File: src/rtl/rx_payload_word_packer_if.sv
// Byte-in / word-out AXI-Stream bundle for the RX payload packer.
// slave  : the packer's view (consumes s_*, produces m_*).
// master : the surrounding logic's view (produces s_*, consumes m_*).
interface rx_payload_word_packer_if;
  logic [7:0]  s_tdata;
  logic        s_tvalid;
  logic        s_tlast;
  logic        s_tready;
  logic [31:0] m_tdata;
  logic [3:0]  m_tkeep;
  logic        m_tvalid;
  logic        m_tlast;
  logic        m_tready;

  modport slave (
    input  s_tdata, s_tvalid, s_tlast, m_tready,
    output s_tready, m_tdata, m_tkeep, m_tvalid, m_tlast
  );

  modport master (
    output s_tdata, s_tvalid, s_tlast, m_tready,
    input  s_tready, m_tdata, m_tkeep, m_tvalid, m_tlast
  );
endinterface

File: src/rtl/rx_payload_word_packer.sv
// Packs decoded RX payload bytes into 32-bit big-endian words with byte keep.
// Frames longer than MAX_WORDS words are cut: the last allowed word is marked
// last, trunc_pulse fires, and the rest of the frame is drained.
module rx_payload_word_packer #(
  parameter logic [15:0] MAX_WORDS = 16'd128,
  parameter logic [7:0]  PAD_BYTE  = 8'h00
) (
  input  logic                     axi_tclk,
  input  logic                     axi_tresetn,
  input  logic                     enable,
  rx_payload_word_packer_if.slave  bus,
  output logic [15:0]              frames_out,
  output logic                     trunc_pulse
);

  typedef enum logic [1:0] {IDLE, ACCUM, DROP} state_t;

  localparam logic [15:0] LAST_WORD = MAX_WORDS - 16'd1;

  state_t          r_state;
  logic [1:0]      r_lane;
  logic [15:0]     r_wcnt;
  logic [3:0][7:0] r_acc;
  logic [31:0]     r_mdata;
  logic [3:0]      r_mkeep;
  logic            r_mvalid;
  logic            r_mlast;
  logic            r_trunc;
  logic [15:0]     r_frames;

  logic            w_ready;
  logic            w_accept;
  logic            w_pack;
  logic            w_done;
  logic            w_trunc;
  logic [1:0]      w_lane;
  logic [31:0]     w_word;
  logic [3:0]      w_keep;

  // Accept bytes whenever the output register is free (or draining); held low in reset.
  always_comb begin
    w_ready = 1'b0;
    if (axi_tresetn)
      w_ready = (r_state == DROP) ? 1'b1 : (!r_mvalid || bus.m_tready);
  end

  assign w_accept = bus.s_tvalid && w_ready;
  // enable only matters on the first byte; ACCUM keeps packing regardless.
  assign w_pack   = w_accept && ((r_state == ACCUM) || (r_state == IDLE && enable));
  assign w_lane   = (r_state == ACCUM) ? r_lane : 2'd0;
  assign w_done   = w_pack && ((w_lane == 2'd3) || bus.s_tlast);
  // Hitting the word limit without tlast means the frame is oversize.
  assign w_trunc  = w_done && !bus.s_tlast && (r_wcnt == LAST_WORD);

  // Assemble the completing word: earlier lanes from the accumulator, the current
  // byte in its lane, PAD_BYTE in every lane not yet reached.
  always_comb begin
    w_word = {4{PAD_BYTE}};
    w_keep = 4'b0000;
    for (int k = 0; k < 4; k++) begin
      if (2'(k) < w_lane) begin
        w_word[31-8*k -: 8] = r_acc[k];
        w_keep[3-k]         = 1'b1;
      end else if (2'(k) == w_lane) begin
        w_word[31-8*k -: 8] = bus.s_tdata;
        w_keep[3-k]         = 1'b1;
      end
    end
  end

  // Frame FSM, lane/word tracking, output word register and frame counter.
  always_ff @(posedge axi_tclk) begin
    if (!axi_tresetn) begin
      r_state  <= IDLE;
      r_lane   <= 2'd0;
      r_wcnt   <= 16'd0;
      r_acc    <= '0;
      r_mdata  <= 32'd0;
      r_mkeep  <= 4'd0;
      r_mvalid <= 1'b0;
      r_mlast  <= 1'b0;
      r_trunc  <= 1'b0;
      r_frames <= 16'd0;
    end else begin
      r_trunc <= 1'b0;

      // Handshake retires the held word; a word loaded below overrides m_tvalid.
      if (r_mvalid && bus.m_tready) begin
        r_mvalid <= 1'b0;
        if (r_mlast) r_frames <= r_frames + 16'd1;
      end

      if (w_done) begin
        r_mdata  <= w_word;
        r_mkeep  <= w_keep;
        r_mlast  <= bus.s_tlast || w_trunc;
        r_mvalid <= 1'b1;
        r_trunc  <= w_trunc;
      end

      if (w_pack) begin
        r_acc[w_lane] <= bus.s_tdata;
        if (w_done) begin
          r_lane <= 2'd0;
          if (bus.s_tlast) begin
            r_wcnt  <= 16'd0;
            r_state <= IDLE;
          end else if (w_trunc) begin
            r_wcnt  <= 16'd0;
            r_state <= DROP;
          end else begin
            r_wcnt  <= r_wcnt + 16'd1;
            r_state <= ACCUM;
          end
        end else begin
          r_lane  <= w_lane + 2'd1;
          r_state <= ACCUM;
        end
      end else if (w_accept) begin
        // Disabled frame start or drain: discard until tlast.
        r_state <= bus.s_tlast ? IDLE : DROP;
      end
    end
  end

  assign bus.s_tready = w_ready;
  assign bus.m_tdata  = r_mdata;
  assign bus.m_tkeep  = r_mkeep;
  assign bus.m_tvalid = r_mvalid;
  assign bus.m_tlast  = r_mlast;
  assign frames_out   = r_frames;
  assign trunc_pulse  = r_trunc;

endmodule

File: src/flat_wrapper.sv
// flat-port wrapper written by rule: the top's interface ports become plain ports
module rx_payload_word_packer_flat 
#(
  parameter logic [15:0] MAX_WORDS = 16'd128,
  parameter logic [7:0]  PAD_BYTE  = 8'h00
)
  (axi_tclk, axi_tresetn, enable, frames_out, trunc_pulse, bus_s_tdata, bus_s_tvalid, bus_s_tlast, bus_m_tready, bus_s_tready, bus_m_tdata, bus_m_tkeep, bus_m_tvalid, bus_m_tlast);
  rx_payload_word_packer_if bus_i ();
  input  logic axi_tclk;
  input  logic axi_tresetn;
  input  logic enable;
  output logic [15:0] frames_out;
  output logic trunc_pulse;
  input wire logic [$bits(bus_i.s_tdata)-1:0] bus_s_tdata;
  input wire logic [$bits(bus_i.s_tvalid)-1:0] bus_s_tvalid;
  input wire logic [$bits(bus_i.s_tlast)-1:0] bus_s_tlast;
  input wire logic [$bits(bus_i.m_tready)-1:0] bus_m_tready;
  output wire logic [$bits(bus_i.s_tready)-1:0] bus_s_tready;
  output wire logic [$bits(bus_i.m_tdata)-1:0] bus_m_tdata;
  output wire logic [$bits(bus_i.m_tkeep)-1:0] bus_m_tkeep;
  output wire logic [$bits(bus_i.m_tvalid)-1:0] bus_m_tvalid;
  output wire logic [$bits(bus_i.m_tlast)-1:0] bus_m_tlast;
  assign bus_i.s_tdata = bus_s_tdata;
  assign bus_i.s_tvalid = bus_s_tvalid;
  assign bus_i.s_tlast = bus_s_tlast;
  assign bus_i.m_tready = bus_m_tready;
  assign bus_s_tready = bus_i.s_tready;
  assign bus_m_tdata = bus_i.m_tdata;
  assign bus_m_tkeep = bus_i.m_tkeep;
  assign bus_m_tvalid = bus_i.m_tvalid;
  assign bus_m_tlast = bus_i.m_tlast;
  rx_payload_word_packer #(.MAX_WORDS(MAX_WORDS), .PAD_BYTE(PAD_BYTE)) u_core (.axi_tclk(axi_tclk), .axi_tresetn(axi_tresetn), .enable(enable), .bus(bus_i), .frames_out(frames_out), .trunc_pulse(trunc_pulse));
endmodule
File: config.mk
export PLATFORM = sky130hd
export DESIGN_NAME = rx_payload_word_packer_flat
export DESIGN_NICKNAME = d
export VERILOG_FILES = /design/src/rtl/rx_payload_word_packer_if.sv /design/src/rtl/rx_payload_word_packer.sv /design/src/flat_wrapper.sv
export SDC_FILE = /design/constraint.sdc
export NUM_CORES = 1
export LEC_CHECK = 0
export CAP_MARGIN = 20
export CORE_MARGIN = 1
export CORE_UTILIZATION = 30
export CTS_CLUSTER_DIAMETER = 30
export DETAILED_ROUTE_END_ITERATION = 8
export PLACE_DENSITY = 0.6
export REMOVE_ABC_BUFFERS = 1
export SYNTH_ARGS = -nofsm -noshare
export SYNTH_HDL_FRONTEND = slang
export SYNTH_SLANG_ARGS = --single-unit
File: constraint.sdc
create_clock -name axi_tclk -period 4.5 [get_ports axi_tclk]
set_input_delay 1.125 -clock axi_tclk [delete_from_list [all_inputs] [get_ports axi_tclk]]
set_output_delay 1.125 -clock axi_tclk [all_outputs]
set_load 0.05 [all_outputs]
# == Word-level counts from Yosys, hierarchy flattened ==
# Cells that the tools add are included.
# classes
n_addsub,3
n_reduce_logical,21
n_lt_le_gt_ge,6
mux,33
eq_ne,7
# op_table
cell,count
8-bit 2-to-1 mux,9
"16-bit by 1-bit adder with 16-bit output, second input constant",2
32-bit bitwise mux,1
16-bit 2-to-1 mux,2
8-bit demux with 2-bit select,1
"16-bit by 7-bit equality test with 1-bit output, second input constant",1
2-bit 2-to-1 mux,8
1-bit 2-to-1 mux,12
1-bit logical AND,8
2-bit AND reduction,3
"2-bit equality test, first input constant",2
"2-bit equality test, second input constant",2
2-bit zero test,2
1-bit logical OR,4
"1-bit by 2-bit < comparator with 1-bit output, first input constant",2
"2-bit < comparator, first input constant",2
2-bit nonzero test,2
"2-bit by 3-bit < comparator with 1-bit output, second input constant",1
"2-bit by 1-bit adder with 2-bit output, second input constant",1
"1-bit by 2-bit equality test with 1-bit output, first input constant",1
"2-bit by 1-bit equality test with 1-bit output, second input constant",1
"2-bit by 1-bit >= comparator with 1-bit output, second input constant",1
1-bit zero test,2
# totals
ff_bits,107
wordCells,83
in_bits,14

# == Logic depth before layout (Yosys ltp) ==
# Gate-level depths: netlist of the first run.
# logic_depth
depth_word,13
depth_mapped,10

# == Least setup slack after synthesis of the first run ==
# Ideal clock, no wire load.
# synth_path
path_type,input-to-output
start,input port axi_tresetn
end,output port bus_s_tready
t_arrival_ns,2.478
required_ns,3.375
slack_ns,0.897
n_path_buf,1
path_stages,2
cell_sequence,buf_2 -> a21boi_0
# synth_between
elab_chain_len,1
# synth_rtl
item,line_no,source
from (decl),flat_wrapper.sv:10,input logic axi_tresetn;
1-bit 2-to-1 mux,rx_payload_word_packer.sv:43,if (axi_tresetn)
to (decl),flat_wrapper.sv:18,output wire logic [$bits(bus_i.s_tready)-1:0] bus_s_tready;
# No other way between the ends.

# == Final worst setup path of the first run ==
# layout_path
start,input port bus_m_tready
end,output port bus_s_tready
# layout_between
elab_chain_len,3
# layout_rtl
item,line_no,source
from (decl),flat_wrapper.sv:17,input wire logic [$bits(bus_i.m_tready)-1:0] bus_m_tready;
1-bit logical OR,rx_payload_word_packer.sv:44,w_ready = (r_state == DROP) ? 1'b1 : (!r_mvalid || bus.m_tready);
1-bit 2-to-1 mux,rx_payload_word_packer.sv:44,
1-bit 2-to-1 mux,rx_payload_word_packer.sv:43,
# No other way between the ends.

==> run_results.csv, run 1 <==
group,metric,value,unit
power_and_ir_drop,pwr-share-comb,0.074,
floorplanning,dieArea,15000,µm²
power_and_ir_drop,peakVddDrop,0.000192,V
synth,syn-mean-instance-area,8.96,µm²
hold_path,hold_start,"u_core.r_acc[16]",
synth,synthTopCellsByArea,"dfxtp_1 46%, nand2_1 7.3%, o211a_1 5.8%",
synth,yosys_warnings,0,
floorplanning,die_y,122,µm
timing,rsz0062_at_grt,"false",
critical_path,reg2regPathDepth,8,
layout,insertedDiodeCount,0,
clock_network,cts_buffers,9,
power_and_ir_drop,p_total,1.90,mW
synth,synth_area_leader_cell,"dfxtp_1",
clock_network,cts.path.max_buffers,2,
power_and_ir_drop,p_seq_frac,0.472,
global_routing,grt_usage,0.145,
placement,io_buffers,69,
timing,timing.slew.headroom,0.499,
detailed_routing,vias_per_cell,5.02,
detailed_routing,wl_per_cell,14.4,µm
detailed_routing,drc_errors,0,
critical_path,r2r_start,"u_core.r_state[1]",
critical_path,path_cells,"clkdlybuf4s50_1 -> nor2b_1 -> a21boi_0 -> buf_4",
timing,period_needed,3.57,ns
layout,syn_to_final_growth,26.9,%
hold_path,hold_path.class,"flop to flop",
critical_path,arrival,2.44,ns
power_and_ir_drop,clkPwrFrac,0.454,
clock_network,cts_tree,"built",
global_routing,overflow,0,
floorplanning,start_util,0.311,
global_routing,grt_pass1_vias,3459,
timing,fin_crit_sh,0.792,
clock_network,clk_latency,0.34,ns
synth,synth.most_common_cell,"dfxtp_1",
synth,netlist_instances,485,
synth,syn_area,4340,µm²
placement,dp_hpwl,6.80,mm
timing,worst_pin_slew,0.752,ns
synth,synth_edf_count,0,
power_and_ir_drop,internal_power,1.48,mW
critical_path,critical-path-max-stage-delay,0.44,ns
job,maxCapViolations,0,
power_and_ir_drop,leakagePower,2.16,nW
floorplanning,die_x,122,µm
timing,fin_worst_skew,0.00632,ns
outcome,status,"finished clean",
critical_path,r2r-end,"u_core.r_wcnt[11]",
critical_path,r2r_slack,1.49,ns
detailed_routing,drt_wl_total,10.4,mm
synth,ys_ff_latch,99,
floorplanning,row_count,43,
hold_path,whs_endpoint,"u_core.r_acc[16]",
power_and_ir_drop,swShare,0.223,
layout,final_core_util,0.394,
synth,synth_top_area_frac,0.456,
critical_path,cp_slowest_cell,"clkdlybuf4s50_1",
clock_network,cts_max_level,3,
critical_path,crit_path_end_kind,"output port",
timing,fmax,280,MHz
layout,nets,558,
timing,final.setup.tns,0,ns
synth,synth_common_cells,"99 x dfxtp_1, 85 x nand2_1, 49 x nand3_1",
critical_path,required,3.38,ns
synth,synth.distinct_cells,47,
power_and_ir_drop,powerDensity,345,nW/µm²
detailed_routing,vias,3623,
synth,yosys_most_used_dff,"dfxtp_1",
timing,fin_ws,0.934,ns
placement,place.gp.congestion,0.798,
floorplanning,core,14000,µm²
floorplanning,num_io_pins,70,
layout,fillers,1402,
clock_network,cts_root_buf,"clkbuf_16",
timing,slew_violations,0,
clock_network,ctsResizeCount,0,
critical_path,crit_family,"buffers and inverters",
critical_path,cp-start-kind,"input pin",
clock_network,clk_pin_slew,0.07,ns
critical_path,cp.depth,4,
timing,hold_ws,0.467,ns
global_routing,grt_max_degree,82,
detailed_routing,first_pass_iters,4,
placement,place_ws,0.940,ns
timing,hold_viol,0,
clock_network,cts_sinks,99,
timing,setup_viol,0,
detailed_routing,drt_iter0_drc,281,
global_routing,antenna_found_initial,0,
detailed_routing,final_antenna_net_count,0,
critical_path,cp_max_fo,5,
power_and_ir_drop,switchingPower,0.425,mW
synth,async_flop_share,0,
hold_path,holdPathStages,2,
clock_network,cts.hold.buffers_added,0,
synth,ys_seq_area_frac,0.456,
layout,drive_above_1_share,0.0591,
global_routing,grt_pass1_wl,17.0,mm
critical_path,crit_type,"input pin to output port",
critical_path,crit_buf_inv,2,
clock_network,post-cts-setup-buffer-count,0,
metrics by stage:
| step | area [µm²] | instances |
|---|---|---|
| finish | 5510 | 721 |
| global route | 5510 | 721 |
| CTS | 5510 | 721 |
| detailed placement | 5180 | 706 |
| global placement | 5180 | 706 |
| floorplan | 4210 | 452 |
worst max path at each step:
stage,from,to,slack [ns]
2_1_floorplan,u_core.r_state[1],u_core.r_wcnt[8],-0.30
3_3_place_gp,bus_m_tready,bus_s_tready,1.0
3_5_place_dp,bus_m_tready,bus_s_tready,0.94
6_report,bus_m_tready,bus_s_tready,0.93
4_1_cts,bus_m_tready,bus_s_tready,0.93
5_1_grt,bus_m_tready,bus_s_tready,0.83
worst reg2reg max path: cells and delay by family (launching register included):
family | cells | cell delay [ns]
flip-flops | 1 | 0.34
buffers and inverters | 1 | 0.37
adder cells (fa/ha/maj) | 1 | 0.44
AND/OR/NAND/NOR | 6 | 1.75
per-layer routing:
metal / wire [µm] / global-route usage / vias up
met1: 4950 / 0.190 / 1726
met5: 0 / 0 / -
met3: 545 / 0.0376 / 13
met2: 4780 / 0.230 / 75
met4: 135 / 0.0495 / 0
li1: - / - / 1809
flip-flops by register name (all words and copies together) (netlist names):
| name | cells |
|---|---|
| u_core.bus.m_tdata | 32 |
| u_core.bus.m_tkeep | 4 |
| u_core.bus.m_tlast | 1 |
| u_core.bus.m_tvalid | 1 |
| u_core.frames_out | 16 |
| u_core.r_acc | 24 |
| u_core.r_lane | 2 |
| u_core.r_state | 2 |
| u_core.r_wcnt | 16 |
| u_core.trunc_pulse | 1 |
cell type report:
cell class                      count  area (µm²)  area share
Clock inverter                      5         103      0.0186
Inverter                            5        18.8     0.00340
Timing Repair Buffer               74         733       0.133
Multi-Input combinational cell    348        2220       0.403
Tap cell                          180         225      0.0408
Sequential cell                    99        1980       0.359
Clock buffer                       10         229      0.0415
cells by family after synthesis:
family | Yosys count | share of synthesized area
flops | 99 | 0.456
fa+ha+maj | 7 | 0.0202
simple gates | 216 | 0.244
mux | 10 | 0.0233
compound gates | 88 | 0.166
xor+xnor | 27 | 0.0544
buf+inv | 38 | 0.0351
layout by cell type (no fill, tap or decap), drive strengths merged, types with 8 or more instances in the layout:
cell           instances
clkbuf                10
a21boi                28
and2                  13
dfxtp                 99
clkdlybuf4s50         67
xnor2                 18
xor2                   9
mux2i                  9
o211ai                 8
nand2                 85
nor2                  20
nor4                   8
nand3                 50
o211a                 25
nand4                  8
power by group through the flow:
| stage | Clock [mW] | Combinational [mW] | Sequential, mW |
|---|---|---|---|
| after global placement | 0 | 0.140 | 0.918 |
| final | 0.866 | 0.141 | 0.898 |
| after CTS | 0.886 | 0.141 | 0.898 |
| after global routing | 0.925 | 0.150 | 0.900 |
| after detailed placement | 0 | 0.141 | 0.918 |
| after floorplan | 0 | 0.0430 | 0.949 |
Note: power is estimated with default switching activity, not from simulation.
==> inputs of run 2 (changes only) <==
Clock period 4.5 ns to 3.52 ns, I/O delays scaled along.
==> run_results.csv, run 2 (same netlist as run 1, synthesis figures left out) <==
group,metric,value,unit
power_and_ir_drop,p_total,2.40,mW
timing,hold_viol,0,
layout,syn_to_final_growth,27.6,%
hold_path,hold_start,"u_core.r_acc[10]",
power_and_ir_drop,p_seq_frac,0.478,
floorplanning,start_util,0.311,
critical_path,cp-start-kind,"input pin",
critical_path,critical-path-max-stage-delay,0.44,ns
timing,fmax,320,MHz
critical_path,path_cells,"clkdlybuf4s50_1 -> nor2b_1 -> a21boi_0 -> buf_12",
detailed_routing,drc_errors,0,
clock_network,cts.path.max_buffers,2,
critical_path,cp_max_fo,5,
power_and_ir_drop,switchingPower,0.539,mW
clock_network,cts_root_buf,"clkbuf_16",
placement,place_ws,0.388,ns
placement,dpl_cell_area,5220,µm²
detailed_routing,first_pass_iters,4,
timing,hold_ws,0.466,ns
global_routing,antenna_found_initial,0,
power_and_ir_drop,pwr-share-comb,0.076,
timing,timing.slew.headroom,0.474,
clock_network,cts_sinks,99,
layout,insertedDiodeCount,0,
timing,worst_pin_slew,0.789,ns
global_routing,grt_pass1_vias,3522,
detailed_routing,dr_wl_met3,573,µm
power_and_ir_drop,leakagePower,2.17,nW
clock_network,clk_latency,0.34,ns
clock_network,cts.hold.buffers_added,0,
power_and_ir_drop,swShare,0.224,
detailed_routing,wl_met2,4.69,mm
layout,final_cell_mix,"99 x dfxtp_1, 85 x nand2_1, 67 x clkdlybuf4s50_1",
floorplanning,die_y,122,µm
layout,ff_latch_area,1980,µm²
detailed_routing,wl_met1,4.88,mm
global_routing,grt_max_degree,88,
timing,period_needed,3.12,ns
layout,nets,559,
clock_network,ctsResizeCount,0,
timing,fin_ws,0.395,ns
power_and_ir_drop,powerDensity,434,nW/µm²
layout,post-route-cell-area,5540,µm²
clock_network,cts_buffers,9,
detailed_routing,vias,3665,
layout,final_core_util,0.396,
hold_path,hold_path.class,"flop to flop",
job,maxCapViolations,0,
clock_network,post-cts-setup-buffer-count,0,
floorplanning,core,14000,µm²
critical_path,crit_path_end_kind,"output port",
layout,multi_input_area,2220,µm²
critical_path,crit_buf_inv,2,
layout,layout_commonest_cell,"dfxtp_1",
timing,setup_viol,0,
placement,io_buffers,69,
timing,final.setup.tns,0,ns
critical_path,r2r_start,"u_core.r_state[1]",
detailed_routing,drt_iter0_drc,243,
floorplanning,num_io_pins,70,
timing,fin_crit_sh,0.888,
critical_path,crit_type,"input pin to output port",
floorplanning,row_count,43,
detailed_routing,vias_per_cell,5.07,
global_routing,grt_usage,0.146,
critical_path,cp_slowest_cell,"clkdlybuf4s50_1",
placement,place.gp.congestion,0.784,
clock_network,cts_tree,"built",
global_routing,overflow,0,
outcome,status,"finished clean",
critical_path,timing.critical_path.from,"bus_m_tready",
detailed_routing,final_antenna_net_count,0,
power_and_ir_drop,peakVddDrop,0.000220,V
detailed_routing,wl_per_cell,14.3,µm
clock_network,cts_max_level,3,
critical_path,arrival,2.24,ns
layout,fillers,1385,
detailed_routing,drt_wl_total,10.4,mm
placement,dp_hpwl,6.82,mm
layout,final_cells,723,
timing,fin_worst_skew,0.00511,ns
power_and_ir_drop,internal_power,1.86,mW
layout,largest_reg_flops,32,
floorplanning,dieArea,15000,µm²
clock_network,clk_pin_slew,0.06,ns
placement,dp.cells,707,
critical_path,required,2.64,ns
detailed_routing,top_layer,"met4",
timing,slew_violations,0,
power_and_ir_drop,clkPwrFrac,0.446,
critical_path,crit_family,"buffers and inverters",
global_routing,grt_pass1_wl,17.0,mm
timing,rsz0062_at_grt,"false",
layout,drive_above_1_share,0.0626,
floorplanning,die_x,122,µm
[run 2: cell count changes in the layout (fill, tap and decap cells not counted)]
cell	previous run	this run
buf_4	5	4
bufinv_16	3	2
clkbuf_8	0	2
buf_12	1	3
[run 2: cell type report]
cell class              count  share of cell area
multi-input cells         348               0.401
flip-flops and latches     99               0.357
repair buffers             75               0.138
clock buffers              12              0.0463
well taps                 180              0.0406
clock inverters             4              0.0131
inverters                   5             0.00339
[run 2: worst paths after layout]
path	to	slack (ns)	depth (start not counted)
worst max-delay path	bus_s_tready	0.40	4
worst min-delay path	u_core.r_acc[10]	0.47	2
worst max register to register	u_core.bus.m_tkeep[1]	0.96	7
worst min register to register	u_core.r_acc[10]	0.47	2
[run 2: worst reg2reg max path: stages (launching register included)]
cell and delay, ns:
dfxtp_1 0.40, nand3b_1 0.16, clkinv_1 0.32, ha_1 0.43, buf_4 0.24, o21ai_1 0.61, nand2_1 0.11, a21boi_0 0.20
[run 2: layer usage]
metal	vias up	GRT usage
met5	-	0
met4	0	0.0671
met3	18	0.0428
met2	86	0.226
met1	1756	0.185
li1	1805	-
[run 2: power by group through the flow]
stage                     registers, mW  logic (mW)  clock network [mW]
final                              1.15       0.183                1.07
after floorplan                    1.21      0.0550                   0
after global placement             1.17       0.182                   0
after CTS                          1.15       0.185                1.10
after global routing               1.15       0.196                1.16
after detailed placement           1.17       0.185                   0
==> RTL change (config.mk and constraints of run 2) <==
The 3 states of `state_t` get a one-hot encoding in 3 bits.
--- a/src/rtl/rx_payload_word_packer.sv
+++ b/src/rtl/rx_payload_word_packer.sv
@@ -14,5 +14,5 @@
 );
 
-  typedef enum logic [1:0] {IDLE, ACCUM, DROP} state_t;
+  typedef enum logic [2:0] {IDLE = 3'b001, ACCUM = 3'b010, DROP = 3'b100} state_t;
 
   localparam logic [15:0] LAST_WORD = MAX_WORDS - 16'd1;
Behaviour: same outputs for any inputs over 4 cycles, from zero or initial values and one cycle with axi_tresetn low; so few cycles prove little.
==> RTL change against run 2 <==
- critical path depth rose by 1
- sequential cell count grew 1
- worst setup slack improved by 200 ps
- synthesized cell count rose by 9.9%
- largest cell class unchanged
- clock power fell by 12%
- first-iteration DRC count is 41% higher
- routed wire length up 20%
- cell area is 2.4% higher
- global-route usage rose by 1.5 points
- hold slack worse by 10 ps
- highest routed layer unchanged
- synthesized area rose by 5.7%
- total power decreased by 4.5%
==> RTL change: results (changes against run 2) <==
Run status
Result of the run: finished clean (unchanged).

Route
The number of DRC markers after the initial detailed-route iteration is 343 (was 243). The overall via count from detail_route is 4,223 (was 3,665). The wire length after detailed routing was 12,440 microns (was 10,370 microns). The mean routed wirelength per cell was 16.19 microns (was 14.34 microns).

Synth
Most used standard cells in the synthesized netlist: dfxtp_1, a21oi_1, nand2_1 (was dfxtp_1, nand2_1, nand3_1). The number of different library cells in the post-synthesis netlist was 58 (was 47). The number of enable-type register cells in the synthesized netlist is 0 (unchanged). The share of synthesized flip-flops with an asynchronous set or reset is 0% (unchanged). Leading post-synthesis cells by cell area: dfxtp_1, a21oi_1, nand3_1, nand2_1, a311oi_1 (was dfxtp_1, nand2_1, o211a_1, nand3_1, a21boi_0).

The number of warnings reported in the yosys synthesis log is 0 (unchanged). The gate count of the mapped netlist was 533 (was 485).

Placement
The number of instances in the placed design came to 752 (was 707). The half-perimeter wire length after placement is 8154 microns (was 6824 microns). The placer's final routability congestion estimate is 0.7666 (was 0.7840). The worst-case setup slack after placement is 424.0 ps (was 387.6 ps). The number of buffers inserted by port buffering was 69 (unchanged). The post-place instance area is 5396 sq um (was 5215 sq um).

Timing
The smallest hold slack is 455.5 ps (was 465.8 ps). The worst setup skew after layout came to 10.39 ps (was 5.106 ps). The relative slew slack is 38.01% (was 47.41%).

Global routing
The via count of the first global-routing pass is 3,920 (was 3,522). The overall track demand over capacity in global routing is 16.07% (was 14.57%). The largest net degree at the start of global routing came to 76 (was 88).

Final layout
The net count of the finished layout is 600 (was 559). The layout cell share with drive strength beyond 1 is 7.534% (was 6.262%). The flip-flop count of the largest register, all copies and words added was 32 (unchanged).

Pwr
The combinational cell power was 0.000196 W (was 0.000183 W). The power per unit of standard cell area is 404.6 nW/um^2 (was 433.6 nW/um^2). The static leakage is 1.828 nW (was 2.169 nW). The largest voltage drop on the vdd net is 0.2295 mV (was 0.2198 mV). The internal power is 0.001710 W (was 0.001865 W).

Worst setup path
The destination of the worst register-to-register timing path is u_core.r_wcnt[14] (was u_core.bus.m_tkeep[1]). The length in cells of the worst reg-to-reg path is 8 (was 7). The delay of the slowest cell on the worst path is 500 ps (was 440 ps). The signal arrival time at the worst endpoint is 2050 ps (was 2240 ps).

The register-to-register setup slack was 690 ps (was 960 ps). The maximum net fanout on the critical path came to 18 (was 5).

Min path
The number of cells on the worst hold path was 2 (unchanged). The startpoint of the tightest hold check path was u_core.r_acc[21] (was u_core.r_acc[10]). The terminating pin of the worst hold path is u_core.r_acc[21] (was u_core.r_acc[10]).
-- RTL change: cell types whose count changed in the layout (fill, tap and decap cells not counted), moves of 9 or more --
cell / change
a211oi_1: +9
a21boi_0: -28
a21oi_1: +73
a311oi_1: +16
and2_1: -10
nand2_1: -26
o211a_1: -24
o21ai_0: +10
o31ai_1: +10
xnor2_1: -12
-- RTL change: per-layer routing --
metal | share of wire, % | vias up | GRT usage (%)
li1 | - | 2058 | -
met1 | 47 | 2049 | 21.22
met2 | 47 | 106 | 26.21
met3 | 4.3 | 10 | 3.526
met4 | 1.2 | 0 | 4.663
met5 | 0 | - | 0
-- RTL change: worst max path at each step --
stage | startpoint | end | slack, ps | cells after the start
global route | u_core.r_state[1] | u_core.r_wcnt[11] | 520 | 8
CTS | axi_tresetn | bus_s_tready | 600 | 5
global placement | bus_s_tvalid | u_core.bus.m_tdata[10] | 500 | 5
floorplan | axi_tresetn | bus_s_tready | 100 | 2
detailed placement | bus_s_tvalid | u_core.bus.m_tdata[18] | 420 | 5
finish | axi_tresetn | bus_s_tready | 590 | 5
-- RTL change: logic make-up after synthesis --
group | synth area share, %
muxes | 2.834
DFF | 43.60
xor gates and xnor gates | 1.526
and+or+nand+nor | 24.03
adders and majority gates | 1.907
buffers and inverters | 5.559
AOI/OAI and AO/OA | 20.55
-- RTL change: final cells by class --
cell class              count  area, sq um
fillers                  1541         9077
multi-input cells         380         2335
flip-flops and latches    100         2002
repair buffers             81        803.3
clock buffers              11        242.7
well taps                 184        230.2
clock inverters             5        37.54
inverters                   7        26.28
-- RTL change: tightest hold or removal path: stages, from the launching register on --
cell     delay (ps)
dfxtp_1         310
nand2_1          50
a21oi_1          50
